<file path="config.mk">
export PLATFORM = sky130hd
export DESIGN_NAME = counter_share_arbiter
export DESIGN_NICKNAME = d
export VERILOG_FILES = /design/src/rtl/counter_share_arbiter.sv
export SDC_FILE = /design/constraint.sdc
export NUM_CORES = 1
export LEC_CHECK = 0
export ABC_AREA = 1
export BUFFER_PORTS_ARGS = -buffer_cell sky130_fd_sc_hd__buf_2
export CELL_PAD_IN_SITES_DETAIL_PLACEMENT = 0
export CELL_PAD_IN_SITES_GLOBAL_PLACEMENT = 1
export CORE_MARGIN = 1
export CORE_UTILIZATION = 38
export CTS_CLUSTER_SIZE = 16
export DETAILED_ROUTE_END_ITERATION = 8
export GPL_TIMING_DRIVEN = 0
export PLACE_DENSITY_LB_ADDON = 0.1
export SETUP_SLACK_MARGIN = 0.1
export SLEW_MARGIN = 10
export SYNTH_ARGS = -nofsm -noshare
export SYNTH_HDL_FRONTEND = slang
export SYNTH_SLANG_ARGS = --single-unit
</file>
<file path="constraint.sdc">
create_clock -name clk -period 1.7 [get_ports clk]
set_clock_uncertainty 0.05 [all_clocks]
set_input_delay 0.34 -clock clk [delete_from_list [all_inputs] [get_ports clk]]
set_output_delay 0.34 -clock clk [all_outputs]
set_load 0.005 [all_outputs]
</file>
<file path="src/rtl/counter_share_arbiter.sv">
// counter_share_arbiter: one WIDTH-bit up/down counter shared by NREQ requesters.
// A round-robin arbiter grants one single-step request at a time, so at most one
// step is applied every two cycles.
// Build option: define COUNTER_SAT_EN for a saturating counter (default wraps).
module counter_share_arbiter #(
    parameter int unsigned NREQ  = 4,
    parameter int unsigned WIDTH = 4
) (
    input  logic             clk,
    input  logic             reset,
    input  logic             enable,
    input  logic             clr,
    input  logic [NREQ-1:0]  req,
    input  logic [NREQ-1:0]  dir,
    output logic [NREQ-1:0]  gnt,
    output logic [WIDTH-1:0] count,
    output logic             busy,
    output logic             ovf
);

    localparam int unsigned PW = (NREQ > 1) ? $clog2(NREQ) : 1;
    localparam int unsigned CW = PW + 1;

    localparam logic [0:0] StIdle  = 1'b0;
    localparam logic [0:0] StGrant = 1'b1;

    localparam logic [WIDTH-1:0] CntMax  = {WIDTH{1'b1}};
    localparam logic [WIDTH-1:0] CntZero = {WIDTH{1'b0}};
    localparam logic [WIDTH-1:0] CntOne  = WIDTH'(1);
    localparam logic [NREQ-1:0]  GntOne  = NREQ'(1);
    localparam logic [PW-1:0]    LastIdx = PW'(NREQ - 1);
    localparam logic [PW-1:0]    IdxOne  = PW'(1);
    localparam logic [CW-1:0]    NreqCw  = CW'(NREQ);

    logic [0:0]       state_q, state_d;
    logic [NREQ-1:0]  gnt_q, gnt_d;
    logic [WIDTH-1:0] count_q, count_d;
    logic             ovf_q, ovf_d;
    logic             dir_q, dir_d;
    logic [PW-1:0]    win_q, win_d;
    logic [PW-1:0]    rr_ptr_q, rr_ptr_d;

    logic             win_found;
    logic [PW-1:0]    win_idx;
    logic [CW-1:0]    cand;
    logic [PW-1:0]    cand_idx;

    // Round-robin search: first set req bit at or after rr_ptr, wrapping at NREQ.
    always_comb begin
        win_found = 1'b0;
        win_idx   = '0;
        cand      = '0;
        cand_idx  = '0;
        for (int unsigned off = 0; off < NREQ; off++) begin
            cand = {1'b0, rr_ptr_q} + CW'(off);
            if (cand >= NreqCw) begin
                cand = cand - NreqCw;
            end
            cand_idx = cand[PW-1:0];
            if (!win_found && req[cand_idx]) begin
                win_found = 1'b1;
                win_idx   = cand_idx;
            end
        end
    end

    // Next-state logic for the two-state grant FSM and the shared counter.
    always_comb begin
        state_d  = state_q;
        gnt_d    = '0;
        count_d  = count_q;
        ovf_d    = 1'b0;
        dir_d    = dir_q;
        win_d    = win_q;
        rr_ptr_d = rr_ptr_q;
        case (state_q)
            StIdle: begin
                if (clr) begin
                    count_d = CntZero;
                end else if (enable && win_found) begin
                    win_d   = win_idx;
                    dir_d   = dir[win_idx];
                    gnt_d   = GntOne << win_idx;
                    state_d = StGrant;
                end
            end
            StGrant: begin
                state_d = StIdle;
                // A clear aborts the step and leaves the round-robin pointer alone.
                if (clr) begin
                    count_d = CntZero;
                end else begin
                    rr_ptr_d = (win_q == LastIdx) ? '0 : win_q + IdxOne;
                    if (dir_q) begin
                        if (count_q == CntMax) begin
                            ovf_d = 1'b1;
`ifdef COUNTER_SAT_EN
                            count_d = CntMax;
`else
                            count_d = CntZero;
`endif
                        end else begin
                            count_d = count_q + CntOne;
                        end
                    end else begin
                        if (count_q == CntZero) begin
                            ovf_d = 1'b1;
`ifdef COUNTER_SAT_EN
                            count_d = CntZero;
`else
                            count_d = CntMax;
`endif
                        end else begin
                            count_d = count_q - CntOne;
                        end
                    end
                end
            end
            default: begin
                state_d = StIdle;
            end
        endcase
    end

    // State registers; reset discards any in-flight step immediately.
    always_ff @(posedge clk or negedge reset) begin
        if (!reset) begin
            state_q  <= StIdle;
            gnt_q    <= '0;
            count_q  <= CntZero;
            ovf_q    <= 1'b0;
            dir_q    <= 1'b0;
            win_q    <= '0;
            rr_ptr_q <= '0;
        end else begin
            state_q  <= state_d;
            gnt_q    <= gnt_d;
            count_q  <= count_d;
            ovf_q    <= ovf_d;
            dir_q    <= dir_d;
            win_q    <= win_d;
            rr_ptr_q <= rr_ptr_d;
        end
    end

    assign gnt   = gnt_q;
    assign count = count_q;
    assign busy  = (state_q == StGrant);
    assign ovf   = ovf_q;

endmodule

</file>
==> summary.txt, run 1 <==
STA
  • Unrepaired setup endpoints after global routing: yes
  • Fmax: 592 MHz
  • Tmin final: 1.69 ns
  • Final Max Slew Viols: 0
  • Worst slew pin tran: 0.367 ns
  • Final Hold Viols: 0
  • Period utilisation layout: 0.994
  • WHS: 0.259 ns
  • Max-slew headroom: 0.755
  • Final setup violation count: 0

Setup path
  • CP Max Fanout: 6
  • Buf+Inv Stages, Crit Path: 3
  • Crit-path slowest cell: dfrtp_2
  • Crit path launch: rr_ptr_q[0]
  • Critical Path Sink Type: register
  • Critical path, cell by cell: buf_6, buf_4, nand2_4, o21ai_4, nor2_4, nand2_4, nor2_4, nor2_4, nand4_1, buf_4, nor2_2
  • Startpoint types: register
  • Top Family by Delay on Critical Path: simple AND/OR/NAND/NOR gates
  • Crit path DAT: 1.83 ns
  • Crit path largest cell delay: 0.45 ns
  • CP most frequent cell: nor2_4
  • CP Data Required Time: 1.84 ns
  • Crit Path Category: register to register
  • Reg-to-Reg Start: rr_ptr_q[0]

Route
  • Routed wire length: 2.80 mm
  • Initial DRC Count: 19
  • Routed WL per cell: 12.3 um
  • Vias: roughly 1100
  • Antenna viol nets, final: 0
  • Drc violations: 0
  • Pre-antenna DRT Iters: 4
  • Vias per cell: ~4.8

Clock network
  • Clk slew on worst S/H paths: 0.10 ns
  • CTS Root Cell: clkbuf_4
  • Sink Count: 15
  • Clk_lat worst skew: 0.29 ns
  • CTS HTree Levels: 1
  • CTS max path bufs: 2
  • Cts bufs inserted: 3
  • CTS tree: done

GRT
  • Overflow after GRT: 0
  • Overall Global Routing Usage: 0.186
  • Vias in the first global route: 997
  • First-pass GRT wire length: 4.52 mm
  • Pin count of the biggest net entering global routing: 16
  • Initial antenna violation count: 0

Logic synthesis
  • Synth warn: 0
  • Ys flop type: dfrtp_1
  • Average size of a mapped cell: 7.04 um2
  • Sequential-to-total area share from yosys stat: 0.348
  • Post-synth top area share: 0.348
  • Synth area leader: dfrtp_1
  • Most frequent cell after synthesis: nand2_1
  • Async SR Flop Fraction: 1.00
  • Synthesized Nets: 168
  • Synth Register Bits: 15
  • Post-synth EDFFs: 0
  • Mapped Cells: 153
  • Post-Syn Area: 0.00108 mm2
  • Top post-synthesis cells by area: dfrtp_1 35%, nand2_1 16%, nand2_2 8.7%
  • Commonest cells post-synth: 45 x nand2_1, 18 x inv_1, 15 x dfrtp_1, 15 x nand2_2
  • Post-synthesis cell type count: 22

Final layout
  • Nets@finish: roughly 210
  • Final core area utilization: 0.607
  • Post-route cell area: 0.00156 mm2
  • Number of diodes: 0
  • Syn-to-layout area delta: 44.7%
  • Fraction of final layout cells with drive strength greater than 1: 0.492

Floorplanning
  • Die Ht: 55.2 um
  • Starting Density: 0.420
  • Die area: around 0.0031 mm2
  • IO Pins: 22
  • Core area: 0.00257 mm2
  • Die width: 55.2 um
  • Row count: 18

Pwr
  • Leakage power: around 0.00086 uW
  • Cell Pwr Density: between 1500 and 2000 mW/mm2
  • PnR Total Power: 2550 uW
  • VDD IR-drop max: 981 uV

Status
  • Outcome: finished, final reports clean

Placed design
  • DP HPWL: approximately 1.9 mm
  • Cell Area, Placed: 0.00122 mm2
  • RePlAce Congestion: 0.894
  • IO Port Bufs: 21

Worst hold path
  • Worst Hold Class: input pin to register
  • Worst hold path startpoint: clr

Run
  • Maxcap violations: 0
cells in the final DEF (no fill, tap or decap), drive strengths merged:
cell	n
nor2	12
o21ai	9
clkbuf	3
inv	23
a21boi	1
ha	3
o31ai	3
nand4	5
dfrtp	15
o21a	1
a21oi	5
nand3	10
clkinv	1
o22ai	2
dlygate4sd3	1
xor2	1
nand2	61
buf	41
cell type report:
type                    count  area (um2)
repair buffers             40         277
clock buffers               3        22.5
clock inverters             1        5.00
flip-flops and latches     15         378
inverters                  23        88.8
fillers                   248        1010
well taps                  30        37.5
multi-input cells         113         728
plain buffers               2        22.5
cells by family (layout without fill, tap and decap cells):
kind of cell             after synthesis  in the layout  share of synthesized area
AO/OA/AOI/OAI                         21             21                      0.115
XOR/XNOR                               1              1                    0.00813
adder cells (fa/ha/maj)                3              3                     0.0348
buffers and inverters                 25             69                      0.101
flip-flops                            15             15                      0.348
AND/OR/NAND/NOR                       88             88                      0.393
sequential cells by signal, summed over array words and instances, names as in the netlist:
| name | flops |
|---|---|
| busy | 1 |
| count | 4 |
| dir_q | 1 |
| gnt | 4 |
| ovf | 1 |
| rr_ptr_q | 2 |
| win_q | 2 |
final timing paths:
| kind | end | slack, ns | cells after the start |
|---|---|---|---|
| max in group asynchronous | rr_ptr_q[1] | 0.90 | 2 |
| min | count[2] | 0.26 | 3 |
| min in group asynchronous | count[0] | 0.43 | 2 |
| min reg2reg | win_q[1] | 0.45 | 2 |
| max | gnt[1] | 0.01 | 11 |
| max reg2reg | gnt[1] | 0.01 | 11 |
stage by stage:
step | cells | TNS, ns | setup WS, ns
floorplan | 153 | 0 | 0.190
global placement | 204 | -0.0186 | -0.0186
detailed placement | 204 | -0.0412 | -0.0412
CTS | 224 | 0 | 0.0352
global route | 227 | -0.379 | -0.143
finish | 227 | 0 | 0.0106
tightest hold or removal path, stage by stage:
cell and delay (ns):
buf_2 0.10, a21oi_1 0.04, o21a_1 0.09
where the power goes:
part	internal (uW)	switching [uW]	total, uW
registers	455	85.8	541
clock network	87.5	125	212
logic	781	1010	1790
what timing repair did:
| item | CTS | global route |
|---|---|---|
| pin swaps | 21 | 23 |
| resized for setup | 20 | 28 |
| hold endpoints to repair | 15 | 0 |
| gates cloned | 0 | 0 |
| setup buffers | 15 | 3 |
| hold buffers | 1 | 0 |
| endpoints found under the setup margin | 3 | 11 |
layer usage:
layer  GRT usage  share of wire
met5           0              0
met4      0.0321              0
met3      0.0539          0.029
met2       0.294           0.48
met1       0.257           0.49
(Power assumes the default switching activity.)
==> inputs of run 2 (changes only) <==
--- a/config.mk
+++ b/config.mk
@@ -14,7 +14,7 @@
 export CTS_CLUSTER_SIZE = 16
 export DETAILED_ROUTE_END_ITERATION = 8
 export GPL_TIMING_DRIVEN = 0
-export PLACE_DENSITY_LB_ADDON = 0.1
+export PLACE_DENSITY = 0.83
 export SETUP_SLACK_MARGIN = 0.1
 export SLEW_MARGIN = 10
 export SYNTH_ARGS = -nofsm -noshare
==> run 2 against run 1 <==
Against the previous run: die area did not move; non-clock buffer count shrank 10; core utilization shrank 3.7 points; flip-flop and latch count stayed put; worst hold slack gained 0.014 ns; first-iteration DRC count grew 89%; register-to-register slack better by 0.03 ns; clock power down 6%; critical path depth up 1; critical path type unchanged; largest power group unchanged.
==> summary.txt, run 2 (synthesis results as in run 1) <==
Placed design
  • RePlAce Congestion: 0.875 (-2.1%)
  • Dpl ws: -0.0549 ns (-0.0136 ns)
  • DP HPWL: 1.86 mm (-1.7%)
  • Inst Count DP: 204 (unchanged)
  • IO Port Bufs: 21 (unchanged)

GRT
  • First-pass GRT wire length: 4.24 mm (-6.1%)
  • Overflow after GRT: 0 (unchanged)
  • Initial antenna violation count: 0 (unchanged)
  • Overall Global Routing Usage: 0.172 (-0.0147)
  • Vias in the first global route: 1031 (+3.4%)
  • Pin count of the biggest net entering global routing: 16 (unchanged)

Setup path
  • Crit path largest cell delay: 0.45 ns (about the same)
  • Critical Path Sink Type: register
  • Critical R2R Capture: gnt[1]
  • Buf+Inv Stages, Crit Path: 3 (unchanged)
  • Reg-to-Reg Start: rr_ptr_q[0]
  • Top Family by Delay on Critical Path: simple AND/OR/NAND/NOR gates
  • CP Max Fanout: 7 (+1)
  • Crit path DAT: 1.83 ns (about the same)
  • Critical path, cell by cell: inv_2, buf_6, nand2_2, nand2_2, nand2_2, nand2_4, nand2_4, nor2_4, nor2_4, nand4_1, buf_4, nor2_1
  • R2R depth: 12 (+1)
  • Startpoint types: register
  • CP Data Required Time: 1.87 ns (+0.03 ns)
  • Crit Path Category: register to register
  • Crit-path slowest cell: dfrtp_2
  • Setup slack, reg-to-reg: 0.04 ns (+0.03 ns)
  • CP most frequent cell: nand2_2

Clock network
  • CTS max path bufs: 2 (unchanged)
  • Sink Count: 15 (unchanged)
  • Clk_lat worst skew: 0.28 ns (about the same)
  • CTS Root Cell: clkbuf_4
  • Cts bufs inserted: 3 (unchanged)
  • Clk slew on worst S/H paths: 0.09 ns (about the same)
  • CTS tree: done
  • CTS HTree Levels: 1 (unchanged)

STA
  • Final WS setup: 0.0440 ns (+0.0334 ns)
  • Unrepaired setup endpoints after global routing: yes
  • Final Max Slew Viols: 0 (unchanged)
  • Max-slew headroom: 0.756 (+0.00148)
  • Tmin final: 1.66 ns (-0.0334 ns)
  • Fmax: 604 MHz (+2.0%)
  • Final Hold Viols: 0 (unchanged)
  • Period utilisation layout: 0.974 (-0.0197)
  • Worst slew pin tran: 0.365 ns (-0.00221 ns)
  • Setup TNS: 0 ns (unchanged)
  • Final setup violation count: 0 (unchanged)

Worst hold path
  • Hold EP: count[2]
  • Hold Crit Depth: 3 (unchanged)
  • Worst hold path startpoint: clr
  • Worst Hold Class: input pin to register

Pwr
  • Int Pwr: 1190 uW (-9.8%)
  • Sw Share: 0.502 (+0.0222)
  • Leakage power: 0.000792 uW (-8.0%)
  • Clock network power share: 0.083 (about the same)
  • Combinational share of power: 0.688 (-0.016)
  • Cell Pwr Density: 1640 mW/mm2 (+0.34%)
  • PnR Total Power: 2400 uW (-5.8%)
  • Reg power frac: 0.228 (+0.016)
  • Sw Pwr: 1210 uW (-1.4%)
  • VDD IR-drop max: 869 uV (-11%)

Floorplanning
  • IO Pins: 22 (unchanged)
  • Core area: 0.00257 mm2 (unchanged)
  • Die Ht: 55.2 um (unchanged)
  • Die area: 0.00305 mm2 (unchanged)
  • Die width: 55.2 um (unchanged)
  • Row count: 18 (unchanged)
  • Starting Density: 0.420 (unchanged)

Route
  • Pre-antenna DRT Iters: 4 (unchanged)
  • Vias: 1089 (+0.28%)
  • Routed WL per cell: 11.8 um (-4.5%)
  • Vias per cell: 5.02 (+4.9%)
  • Drc violations: 0 (unchanged)
  • Antenna viol nets, final: 0 (unchanged)
  • Initial DRC Count: 36 (+17)
  • Routed wire length: 2.55 mm (-8.7%)

Final layout
  • Most common cell after layout, fill and taps aside: nand2_1
  • Most frequent cells in the layout: 28 x nand2_1, 24 x nand2_2, 21 x buf_2, 16 x inv_1, 13 x dfrtp_1
  • Fraction of final layout cells with drive strength greater than 1: 0.481 (-0.0111)
  • Non-Filler Instances: 217 (-4.4%)
  • Nets@finish: 203 (-4.7%)
  • Syn-to-layout area delta: 35.9%
  • Number of diodes: 0 (unchanged)

Run
  • Maxcap violations: 0 (unchanged)

Status
  • Outcome: finished, final reports clean
-- run 2: cell types whose count changed in the layout (fill, tap and decap cells not counted) --
cell / before / now
buf_4: 12 / 7
buf_6: 7 / 3
buf_8: 1 / 0
inv_1: 18 / 16
inv_2: 4 / 7
inv_4: 1 / 0
nand2_2: 23 / 24
nand2_4: 10 / 9
nand3_1: 7 / 6
nand3_2: 3 / 4
nor2_2: 2 / 1
nor2_4: 3 / 4
-- run 2: power groups by stage --
stage	Combinational, uW	Clock (uW)	Sequential (uW)
floorplan	923	0	530
global placement	1150	0	538
detailed placement	1180	0	543
CTS	1300	206	540
global route	1830	221	559
finish	1650	200	548
-- run 2: timing repair --
action	in CTS	in global routing
cloned	0	1
hold endpoints to repair	15	0
hold buffers	1	0
setup buffers	4	3
pin swaps	9	26
resized for setup	8	35
endpoints found under the setup margin	3	11
-- run 2: cell type report --
type	count	area, um2
Fill cell	263	1100
Multi-Input combinational cell	113	733
Sequential cell	15	378
Timing Repair Buffer	30	179
Inverter	23	86.3
Tap cell	30	37.5
Clock buffer	3	22.5
Buffer	2	22.5
Clock inverter	1	5.00
-- run 2: how the worst max path moves through the flow --
stage                      from     end  cells past startpoint
floorplan           rr_ptr_q[0]   dir_q                     13
global placement    rr_ptr_q[0]   dir_q                     10
detailed placement  rr_ptr_q[0]   dir_q                     10
CTS                 rr_ptr_q[0]   dir_q                     11
global route        rr_ptr_q[0]   dir_q                     14
finish              rr_ptr_q[0]  gnt[1]                     12
-- run 2: stage by stage --
| step | utilization | cell area (um2) | hold WS, ns |
|---|---|---|---|
| 2_1_floorplan | - | 1080 | -0.00559 |
| 3_3_place_gp | 0.475 | 1220 | 0.200 |
| 3_5_place_dp | 0.475 | 1220 | 0.208 |
| 4_1_cts | 0.515 | 1320 | 0.267 |
| 5_1_grt | 0.570 | 1460 | 0.275 |
| 6_report | 0.570 | 1460 | 0.273 |
-- run 2: metal layers --
layer / routed length (um) / GRT usage
met4: 42 / 0.0643
met1: 1160 / 0.222
met3: 80 / 0.0211
met5: 0 / 0
met2: 1270 / 0.293
-- run 2: worst min-delay path, delay by kind of cell --
| family | cells | cell delay, ns |
|---|---|---|
| compound gates | 2 | 0.13 |
| buf+inv | 1 | 0.10 |
==> inputs of run 3 (changes only) <==
--- a/config.mk
+++ b/config.mk
@@ -7,14 +7,16 @@
 export LEC_CHECK = 0
 export ABC_AREA = 1
 export BUFFER_PORTS_ARGS = -buffer_cell sky130_fd_sc_hd__buf_2
+export CAP_MARGIN = 20
 export CELL_PAD_IN_SITES_DETAIL_PLACEMENT = 0
 export CELL_PAD_IN_SITES_GLOBAL_PLACEMENT = 1
-export CORE_MARGIN = 1
-export CORE_UTILIZATION = 38
+export CORE_MARGIN = 5
+export CORE_UTILIZATION = 40
+export CTS_BUF_LIST = sky130_fd_sc_hd__clkbuf_4 sky130_fd_sc_hd__clkbuf_8
 export CTS_CLUSTER_SIZE = 16
 export DETAILED_ROUTE_END_ITERATION = 8
 export GPL_TIMING_DRIVEN = 0
-export PLACE_DENSITY = 0.83
+export PLACE_DENSITY = 0.87
 export SETUP_SLACK_MARGIN = 0.1
 export SLEW_MARGIN = 10
 export SYNTH_ARGS = -nofsm -noshare
==> run 3 against run 2 <==
Against the previous run: routed wire length grew 0.31%; highest routed layer unchanged; total power shrank 6.2%; core utilization is 1.3 points lower.
==> summary.txt, run 3 (synthesis results as in run 1) <==
Clock network
  • Clk_lat worst skew: 0.29 ns (about the same)
  • Sink Count: 15 (unchanged)
  • Clk slew on worst S/H paths: 0.09 ns (about the same)
  • CTS tree: done
  • CTS HTree Levels: 1 (unchanged)
  • CTS Root Cell: clkbuf_4
  • Cts bufs inserted: 3 (unchanged)
  • CTS max path bufs: 2 (unchanged)

Pwr
  • Sw Share: 0.502 (about the same)
  • Clock network power share: 0.089 (+0.006)
  • Int Pwr: 1120 uW (-6.2%)
  • Cell Pwr Density: 1600 mW/mm2 (-2.3%)
  • Sw Pwr: 1130 uW (-6.2%)
  • Leakage power: 0.000768 uW (-3.1%)
  • Reg power frac: 0.242 (+0.014)
  • Combinational share of power: 0.669 (-0.019)
  • VDD IR-drop max: 783 uV (-9.9%)

Floorplanning
  • IO Pins: 22 (unchanged)
  • Row count: 18 (unchanged)
  • Die width: 61.9 um (+12%)
  • Core area: 0.00252 mm2 (-1.8%)
  • Die Ht: 61.9 um (+12%)
  • Die area: 0.00383 mm2 (+26%)
  • Starting Density: 0.427 (+0.00749)

Final layout
  • FILL cells: 240 (-8.7%)
  • Most common cell after layout, fill and taps aside: nand2_1
  • Fraction of final layout cells with drive strength greater than 1: 0.429 (-0.0519)
  • Most frequent cells in the layout: 34 x nand2_1, 21 x nand2_2, 21 x buf_2, 17 x inv_1, 13 x dfrtp_1
  • Non-Filler Instances: 214 (-1.4%)
  • Syn-to-layout area delta: 30.4%
  • Number of diodes: 0 (unchanged)
  • Nets@finish: 200 (-1.5%)
  • Final core area utilization: 0.557 (-0.0131)

Route
  • Initial DRC Count: 55 (+53%)
  • WL met3: 86 um (+7.5%)
  • Top Metal Used: met4
  • Vias: 1053 (-3.3%)
  • Pre-antenna DRT Iters: 4 (unchanged)
  • Routed metal-1 wirelength: 1.14 mm (-2.5%)
  • Antenna viol nets, final: 0 (unchanged)
  • DR WL met2: 1.31 mm (+3.6%)
  • Drc violations: 0 (unchanged)
  • Routed wire length: 2.56 mm (+0.31%)
  • Vias per cell: 4.92 (-2.0%)
  • Routed WL per cell: 12.0 um (+1.7%)

STA
  • WHS: 0.278 ns (+0.00474 ns)
  • Final setup violation count: 0 (unchanged)
  • Final WS setup: 0.0906 ns (+0.0465 ns)
  • Final Hold Viols: 0 (unchanged)
  • Fmax: 621 MHz (+2.9%)
  • Worst slew pin tran: 0.389 ns (+0.0243 ns)
  • Max-slew headroom: 0.740 (-0.0163)
  • Final Max Slew Viols: 0 (unchanged)
  • Tmin final: 1.61 ns (-0.0465 ns)
  • Unrepaired setup endpoints after global routing: yes
  • Period utilisation layout: 0.947 (-0.0274)
  • Setup TNS: 0 ns (unchanged)

Setup path
  • Crit Path Category: register to register
  • CP Max Fanout: 5 (-2)
  • Crit-path slowest cell: dfrtp_2
  • Buf+Inv Stages, Crit Path: 1 (-2)
  • Critical path, cell by cell: buf_6, nand2_1, nand2_2, nand2_2, nand2_4, nand2_4, nor2_4, nor2_4, nand4_1, nor2_1, nor2_1
  • CP Data Required Time: 1.84 ns (-0.03 ns)
  • Startpoint types: register
  • Crit path DAT: 1.75 ns (-0.08 ns)
  • Critical Path Sink Type: register
  • Top Family by Delay on Critical Path: simple AND/OR/NAND/NOR gates
  • Crit path largest cell delay: 0.45 ns (about the same)

Placed design
  • IO Port Bufs: 21 (unchanged)
  • Dpl ws: 0.00770 ns (+0.0626 ns)
  • RePlAce Congestion: 0.851 (-2.8%)
  • DP HPWL: 1.93 mm (+3.5%)
  • Inst Count DP: 204 (unchanged)

GRT
  • Initial antenna violation count: 0 (unchanged)
  • Overall Global Routing Usage: 0.155 (-0.0166)
  • Pin count of the biggest net entering global routing: 16 (unchanged)
  • Overflow after GRT: 0 (unchanged)
  • Vias in the first global route: 1035 (+0.39%)
  • First-pass GRT wire length: 4.44 mm (+4.5%)

Worst hold path
  • Worst Hold Class: input pin to register

Run
  • Maxcap violations: 0 (unchanged)

Status
  • Outcome: finished, final reports clean
-- run 3: path summary, 6_finish.rpt --
kind                        startpoint     endpoint  slack (ns)  cells after the start
min in group asynchronous        reset     count[0]        0.42                      2
setup / recovery           rr_ptr_q[0]        dir_q        0.09                     11
max in group asynchronous        reset  rr_ptr_q[0]        0.90                      2
hold reg to reg               win_q[1]     win_q[1]        0.44                      2
hold / removal                     clr     count[2]        0.28                      3
setup reg to reg           rr_ptr_q[0]        dir_q        0.09                     11
-- run 3: layout make-up --
| type | instances | area (um2) | area share |
|---|---|---|---|
| sequential | 15 | 378 | 0.269 |
| timing repair buffer | 27 | 153 | 0.109 |
| inverter | 23 | 86.3 | 0.0614 |
| tap | 30 | 37.5 | 0.0267 |
| buffer | 2 | 22.5 | 0.0160 |
| multi-input combinational | 113 | 701 | 0.499 |
| clock inverter | 1 | 5.00 | 0.00356 |
| clock buffer | 3 | 22.5 | 0.0160 |
-- run 3: worst register-to-register path, stage by stage, from the launching register on --
cell and delay (ns):
dfrtp_2 0.45, buf_6 0.14, nand2_1 0.07, nand2_2 0.08, nand2_2 0.10, nand2_4 0.09, nand2_4 0.07, nor2_4 0.04
nor2_4 0.11, nand4_1 0.15, nor2_1 0.13, nor2_1 0.05
-- run 3: power by group through the flow --
| stage | combinational (uW) | clock [uW] | sequential (uW) |
|---|---|---|---|
| detailed placement | 1170 | 0 | 540 |
| finish | 1500 | 201 | 545 |
| CTS | 1360 | 209 | 538 |
| global route | 1690 | 220 | 564 |
| floorplan | 923 | 0 | 530 |
| global placement | 1140 | 0 | 540 |
-- run 3: stage by stage --
stage	power [uW]	instance area, um2
6_report	2250	1410
5_1_grt	2470	1410
4_1_cts	2110	1350
3_5_place_dp	1710	1220
3_3_place_gp	1680	1220
2_1_floorplan	1450	1080
-- run 3: routing by layer --
metal,track usage,up-vias
met3,0.0124,2
met4,0.0636,0
met5,0,-
met2,0.262,17
met1,0.205,488
li1,-,546
-- run 3: repair_timing --
| action | in CTS | in global routing |
|---|---|---|
| setup buffers | 3 | 1 |
| cloned | 1 | 0 |
| hold buffers | 1 | 0 |
| resized for setup | 15 | 16 |
| pin swaps | 12 | 12 |
| hold endpoints to repair | 15 | 0 |
| endpoints found under the setup margin | 3 | 9 |
